$ cat src/rtl/dbus_uncached_responder.sv
// rtl/dbus_uncached_responder.sv - uncached DBus responder bridging CPU requests to an in-order memory port
module dbus_uncached_responder #(
    parameter int DEPTH = 2
) (
    input  logic                     clk,
    input  logic                     resetn,
    input  logic                     req,
    input  logic                     wr,
    input  logic                     iscache,
    input  logic [19:0]              tag,
    input  logic [7:0]               index,
    input  logic [3:0]               offset,
    input  logic [3:0]               wstrb,
    input  logic [1:0]               size,
    input  logic [31:0]              wdata,
    output logic                     addr_ok,
    output logic                     data_ok,
    output logic [31:0]              rdata,
    output logic                     mem_req,
    output logic                     mem_wr,
    output logic [31:0]              mem_addr,
    output logic [1:0]               mem_size,
    output logic [3:0]               mem_wstrb,
    output logic [31:0]              mem_wdata,
    input  logic                     mem_gnt,
    input  logic                     mem_rvalid,
    input  logic [31:0]              mem_rdata,
    output logic [$clog2(DEPTH):0]   outstanding,
    output logic                     err_unexpected
);

    localparam int PW = $clog2(DEPTH);
    localparam int CW = PW + 1;

    logic [DEPTH-1:0] local_q;
    logic [DEPTH-1:0] vld_q;
    logic [PW-1:0]    wr_ptr;
    logic [PW-1:0]    rd_ptr;
    logic [CW-1:0]    count;

    logic full, empty, head_local, local_pend;
    logic push, pop, pop_mem, pop_local, stray;

    always_comb begin
        full       = (count == CW'(DEPTH));
        empty      = (count == '0);
        head_local = local_q[rd_ptr];
        local_pend = |(local_q & vld_q);

        mem_req    = req & ~iscache & ~full & ~local_pend;
        mem_wr     = wr;
        mem_addr   = {tag, index, offset};
        mem_size   = size;
        mem_wstrb  = wr ? wstrb : 4'b0000;
        mem_wdata  = wdata;

        // Cache ops only go in on an empty FIFO so they never overtake memory traffic.
        addr_ok    = iscache ? (req & empty) : (mem_req & mem_gnt);

        push       = addr_ok;
        pop_mem    = ~empty & ~head_local & mem_rvalid;
        pop_local  = ~empty & head_local;
        pop        = pop_mem | pop_local;
        stray      = mem_rvalid & (empty | head_local);
    end

    assign outstanding = count;

    always_ff @(posedge clk or negedge resetn) begin
        if (!resetn) begin
            local_q        <= '0;
            vld_q          <= '0;
            wr_ptr         <= '0;
            rd_ptr         <= '0;
            count          <= '0;
            data_ok        <= 1'b0;
            rdata          <= '0;
            err_unexpected <= 1'b0;
        end else begin
            if (push) begin
                local_q[wr_ptr] <= iscache;
                vld_q[wr_ptr]   <= 1'b1;
                wr_ptr          <= wr_ptr + 1'b1;
            end
            if (pop) begin
                vld_q[rd_ptr] <= 1'b0;
                rd_ptr        <= rd_ptr + 1'b1;
            end
            case ({push, pop})
                2'b10:   count <= count + 1'b1;
                2'b01:   count <= count - 1'b1;
                default: count <= count;
            endcase
            data_ok <= pop;
            rdata   <= pop_mem ? mem_rdata : 32'h0;
            if (stray) begin
                err_unexpected <= 1'b1;
            end
        end
    end

endmodule
$ cat config.mk
export PLATFORM = sky130hd
export DESIGN_NAME = dbus_uncached_responder
export DESIGN_NICKNAME = d
export VERILOG_FILES = /design/src/rtl/dbus_uncached_responder.sv
export SDC_FILE = /design/constraint.sdc
export NUM_CORES = 1
export LEC_CHECK = 0
export CORE_MARGIN = 2
export CORE_UTILIZATION = 30
export CTS_CLUSTER_SIZE = 30
export DETAILED_ROUTE_END_ITERATION = 10
export MAX_ROUTING_LAYER = met4
export PLACE_DENSITY = 0.84
export REMOVE_ABC_BUFFERS = 1
export SYNTH_ARGS = -nofsm -noshare
export SYNTH_HDL_FRONTEND = slang
export SYNTH_SLANG_ARGS = --single-unit
$ cat constraint.sdc
create_clock -name clk -period 3.4 [get_ports clk]
set_input_delay 0.51 -clock clk [delete_from_list [all_inputs] [get_ports clk]]
set_output_delay 0.51 -clock clk [all_outputs]
set_load 0.005 [all_outputs]
==> key figures, run 1 <==
Critical path
  – Crit path largest cell delay: 0.51 ns
  – Flop2flop setup slack: 1.53 ns
  – Family with the most delay on the worst path: buffers and inverters
  – Reg2reg path depth: 8
  – Startpoint Class: input pin
  – Crit-path max FO: 3
  – Critical-path top delay cell: clkdlybuf4s50_1
  – Most used cell, CP: clkdlybuf4s50_1
  – Crit Path Category: in2out
  – R2r startpoint: local_q[1]
  – Buf/Inv on CP: 2
  – CP endpoint kind: output port
  – Critical Path RT: 2.89 ns
  – CP cell instances: clkdlybuf4s50_1, a221oi_1, a21boi_2, nor2_4, clkdlybuf4s50_1
  – WP data arrival: 2.15 ns
  – Worst r2r dst: outstanding[1]

Synth
  – Top cells by count, synth: buf_4 (67), dfrtp_1 (42), and2_1 (36)
  – Ys Warns: 0
  – Ys flop type: dfrtp_1
  – Most frequent cell after synthesis: buf_4
  – Share of the synthesized area in the top cell type: 50.9%
  – Ys async rst share: 100%
  – Post-synthesis sequential area ratio: 50.9%
  – Yosys reg bits: 42
  – Leading area contributor after synthesis: dfrtp_1
  – Synthesized area per cell: 11.2 um^2
  – Number of synthesized flops with an enable pin: 0
  – Cells after synthesis: 185
  – Synth top area cells: dfrtp_1 (51%), buf_4 (24%), and2_1 (11%)
  – Area of the mapped netlist: 0.00206 mm^2
  – Number of library cell types mapped by synthesis: 23

CTS
  – Setup Buffers After CTS: 0
  – CTS clk-pin slew, worst paths: 0.08 ns
  – Clock root cell: clkbuf_8
  – Max clock buf depth: 2
  – Worst-Skew Late Latency: 0.29 ns
  – CTS buffer count: 5
  – Number of hold buffers added after cts: 0
  – CTS tree: done
  – Post-cts gate resize count: 0
  – H-tree level count: 2
  – Clock sinks: 42

Detailed routing
  – Post-detailed-route wirelength per cell: 34.5 um
  – 1st-iter DRT viols: 63
  – DRT Wirelength: 9.91 mm
  – Antenna Nets Post-Route: 0
  – DRC violations left: 0
  – Vias per cell: 4.91
  – DR vias: 1,410
  – 1st-pass router iterations: 4

Global route
  – Overall Global Routing Usage: 26.7%
  – Largest net degree at the start of global routing: 43
  – Initial antenna violation count: 0
  – Global-route wire length before repair: 12.4 mm
  – Vias in the first global route: 1,336
  – Gr ovfl total: 0

Die
  – Top Ports: 218
  – Die W: 87.0 um
  – Core footprint: 0.00672 mm^2
  – Row count: 30
  – Initial core utilization: 30.7%
  – Die area: 0.00756 mm^2
  – Die Ht: 87.0 um

Job
  – MaxCap Viol Count: 0

Pwr
  – Sw Ratio: 30.1%
  – Comb pwr share: 37.8%
  – Switch Pwr: 0.499 mW
  – Power share of the clock group: 18.6%
  – PwrDens: 648 mW/mm^2
  – Worst VDD drop: 0.000193 V
  – Pint: 1.16 mW
  – P_leak: 1.11 nW
  – Flop pwr share: 43.6%
  – Final Power: 1.65 mW

Placement
  – DP Area: 0.00247 mm^2
  – RePlAce Congestion: 0.979
  – DP HPWL: 8.85 mm
  – IO buf count: 85

Min path
  – Worst hold path type: in2async

STA
  – Worst Tran Pin Value: 0.950 ns
  – Final Slew Violations: 0
  – Slew headroom: 36.7%
  – Setup violators final: 0
  – Skew final: 0.00621 ns
  – Setup TNS: 0 ns
  – Final Cycle Share: 78.2%
  – Crit path time final: 2.66 ns
  – Max Freq: 376 MHz
  – Unrepaired setup endpoints after global routing: no
  – Final hold vios: 0

Cells and area
  – FF+latch area: 0.00105 mm^2
  – Design area: 0.00255 mm^2
  – Area grow syn2layout: 23.6%
  – Fin nets: 317
  – # fillers: 633
  – Ant. Diodes: 0
  – Multi-input logic area: 473 um^2
  – Layout cells sized above 1: 5.80%

Outcome
  – Status: finished clean
[sequential cells by signal (all words and copies together) (netlist names)]
name / count
wr_ptr: 1
vld_q: 2
err_unexpected: 1
local_q: 2
rdata: 32
rd_ptr: 1
outstanding: 2
data_ok: 1
[power by group through the flow]
stage | Combinational (mW) | Sequential, mW | Clock (mW)
after global placement | 0.617 | 0.728 | 0
after global routing | 0.686 | 0.739 | 0.337
after detailed placement | 0.632 | 0.731 | 0
after floorplan | 0.271 | 0.725 | 0
final | 0.625 | 0.722 | 0.308
after CTS | 0.634 | 0.722 | 0.317
[metrics by stage]
step                      setup slack [ns]  instances  hold WS, ns  util (%)
final                                0.740        287        0.365      38.0
after global routing                 0.619        287        0.439      38.0
after CTS                            0.737        287        0.391      38.0
after detailed placement             0.740        280        0.462      36.8
after global placement               0.795        280        0.451      36.8
after floorplan                       1.61        115        0.214         -
[cell usage in the layout (no fill, tap or decap), drive strengths merged, types with 2 or more instances in the layout]
cell	instances
clkbuf	5
dfrtp	42
nor2	10
nand2b	3
nand2	2
xnor2	2
clkdlybuf4s50	84
o21ai	6
xor2	2
and2	36
clkinv	2
[area by class of cell]
class                           instances  area share, %
Multi-Input combinational cell         72           18.5
Inverter                                1          0.147
Timing Repair Buffer                   85           33.1
Clock buffer                            5           2.70
Tap cell                               80           3.92
Clock inverter                          2          0.392
Sequential cell                        42           41.2
[logic make-up after synthesis]
| group | after synthesis | synth area share (%) |
|---|---|---|
| xor gates and xnor gates | 4 | 1.70 |
| and+or+nand+nor | 55 | 16.2 |
| DFF | 42 | 50.9 |
| AOI/OAI and AO/OA | 11 | 3.70 |
| muxes | 1 | 0.727 |
| adders and majority gates | 1 | 0.606 |
| buffers and inverters | 71 | 26.2 |
[worst max-delay path by stage]
| stage | slack [ns] | cells past startpoint | end | startpoint |
|---|---|---|---|---|
| 2_1_floorplan | 1.61 | 7 | outstanding[1] | iscache |
| 3_3_place_gp | 0.80 | 5 | addr_ok | iscache |
| 3_5_place_dp | 0.74 | 5 | addr_ok | iscache |
| 4_1_cts | 0.74 | 5 | addr_ok | iscache |
| 5_1_grt | 0.62 | 5 | addr_ok | iscache |
| 6_report | 0.74 | 5 | addr_ok | iscache |
[metal layers]
layer	share of wire (%)	routed length [um]	up-vias	global-route usage [%]
li1	-	-	553	-
met1	18	1810	632	13.8
met2	50	5000	190	45.5
met3	24	2420	35	30.0
met4	6.9	681	0	14.2
met5	0	0	-	-
No activity file was read; power rests on OpenSTA's default activity.
==> run 2, diff against run 1 <==
--- a/config.mk
+++ b/config.mk
@@ -6,11 +6,11 @@
 export NUM_CORES = 1
 export LEC_CHECK = 0
 export CORE_MARGIN = 2
-export CORE_UTILIZATION = 30
+export CORE_UTILIZATION = 29
 export CTS_CLUSTER_SIZE = 30
 export DETAILED_ROUTE_END_ITERATION = 10
 export MAX_ROUTING_LAYER = met4
-export PLACE_DENSITY = 0.84
+export PLACE_DENSITY = 0.82
 export REMOVE_ABC_BUFFERS = 1
 export SYNTH_ARGS = -nofsm -noshare
 export SYNTH_HDL_FRONTEND = slang
==> constraint.sdc (replaced) <==
create_clock -name clk -period 2.5 [get_ports clk]
set_input_delay 0.375 -clock clk [delete_from_list [all_inputs] [get_ports clk]]
set_output_delay 0.375 -clock clk [all_outputs]
set_load 0.005 [all_outputs]
==> key figures, run 2 (synthesis gave the netlist of run 1 again) <==
Outcome
  – Status: finished clean

Global route
  – Overall Global Routing Usage: 25.1%
  – Initial antenna violation count: 0
  – Gr ovfl total: 0
  – Vias in the first global route: 1,345
  – Global-route wire length before repair: 11.9 mm
  – Largest net degree at the start of global routing: 43

CTS
  – Setup Buffers After CTS: 0
  – CTS clk-pin slew, worst paths: 0.08 ns
  – H-tree level count: 2
  – Clock sinks: 42
  – Clock root cell: clkbuf_8
  – Max clock buf depth: 2
  – Worst-Skew Late Latency: 0.29 ns
  – CTS tree: done
  – CTS buffer count: 5

STA
  – Final Slew Violations: 0
  – Setup TNS: 0 ns
  – Unrepaired setup endpoints after global routing: no
  – Crit path time final: 2.32 ns
  – Worst Tran Pin Value: 0.933 ns
  – Max Freq: 431 MHz
  – Final hold vios: 0
  – Slew headroom: 37.8%
  – Setup violators final: 0
  – Final worst slack: 0.182 ns
  – Skew final: 0.00746 ns
  – Final Cycle Share: 92.7%

Cells and area
  – Fin nets: 319
  – Ant. Diodes: 0
  – Area grow syn2layout: 26.2%
  – Commonest non-fill, non-tap cell in the layout: clkdlybuf4s50_1
  – Util after Layout: 38.1%
  – # fillers: 672
  – Register with the most flip-flops: rdata
  – Layout cells sized above 1: 7.62%
  – Most frequent cells in the layout: clkdlybuf4s50_1 (84), dfrtp_1 (42), and2_1 (36)
  – Max FFs per register: 32
  – Design area: 0.00261 mm^2

Placement
  – DP Area: 0.00251 mm^2
  – Pre-CTS setup slack: 0.00611 ns
  – RePlAce Congestion: 0.991
  – IO buf count: 85
  – DP HPWL: 8.80 mm

Die
  – Top Ports: 218
  – Die W: 88.4 um
  – Die Ht: 88.4 um
  – Die area: 0.00781 mm^2
  – Initial core utilization: 30.2%
  – Core footprint: 0.00683 mm^2
  – Row count: 30

Critical path
  – Flop2flop setup slack: 0.68 ns
  – Crit Path Category: in2out
  – Critical Path RT: 2.12 ns
  – Startpoint Class: input pin
  – Worst r2r dst: outstanding[1]
  – WP data arrival: 1.94 ns
  – R2r startpoint: local_q[0]
  – Crit-path max FO: 3
  – CP endpoint kind: output port
  – Crit path to: addr_ok
  – Start point of the critical path: iscache
  – Reg2reg path depth: 7

Pwr
  – PwrDens: 880 mW/mm^2
  – P_leak: 1.12 nW
  – Final Power: 2.29 mW
  – Worst VDD drop: 0.000389 V

Job
  – MaxCap Viol Count: 0

Detailed routing
  – Antenna Nets Post-Route: 0
  – 1st-iter DRT viols: 77
  – DRT Wirelength: 9.72 mm
  – DRC violations left: 0
  – Post-detailed-route wirelength per cell: 31.8 um
  – Vias per cell: 4.38
  – DR vias: 1,341
  – 1st-pass router iterations: 4

Min path
  – Worst hold path type: in2async
## run 2: power breakdown
part           leakage, nW  total (mW)  switching (mW)  internal [mW]
logic                0.528       0.884           0.348          0.536
registers            0.551       0.981           0.113          0.868
clock network       0.0441       0.427           0.231          0.196
total                 1.12        2.29           0.691           1.60
## run 2: layout make-up
type / instances / area (um^2) / area share [%]
sequential: 42 / 1050 / 40.3
timing repair buffer: 87 / 861 / 33.0
clock buffer: 5 / 68.8 / 2.64
multi-input combinational: 72 / 479 / 18.4
inverter: 1 / 3.75 / 0.144
tap: 96 / 120 / 4.61
clock inverter: 3 / 21.3 / 0.817
## run 2: worst min-delay path by stage
stage	start	endpoint	depth (start not counted)
5_1_grt	resetn	rdata[3]	1
3_3_place_gp	err_unexpected	err_unexpected	1
3_5_place_dp	err_unexpected	err_unexpected	1
6_report	resetn	rd_ptr	1
4_1_cts	resetn	rdata[7]	1
2_1_floorplan	resetn	data_ok	0
## run 2: per-layer routing
layer / vias to the layer above / share of wire (%) / GRT usage (%)
met5: - / 0 / -
met4: 0 / 6.5 / 13.8
met3: 27 / 24 / 26.7
met2: 173 / 49 / 42.4
met1: 587 / 20 / 14.0
li1: 554 / - / -
## run 2: per-stage QoR
stage / hold slack (ns) / instances
after floorplan: 0.0794 / 115
after global placement: 0.463 / 298
after detailed placement: 0.490 / 298
after CTS: 0.229 / 306
after global routing: 0.280 / 306
final: 0.223 / 306
## run 2: what timing repair did
action | 4_1_cts | 5_1_grt
hold buffers | 0 | 0
endpoints found under the setup margin | 0 | 1
gates resized for setup | 0 | 1
## run 2: critical path: stages
cell	delay [ns]
clkdlybuf4s50_1	0.43
a221oi_2	0.32
a21boi_2	0.16
nor2_4	0.13
clkdlybuf4s50_1	0.52
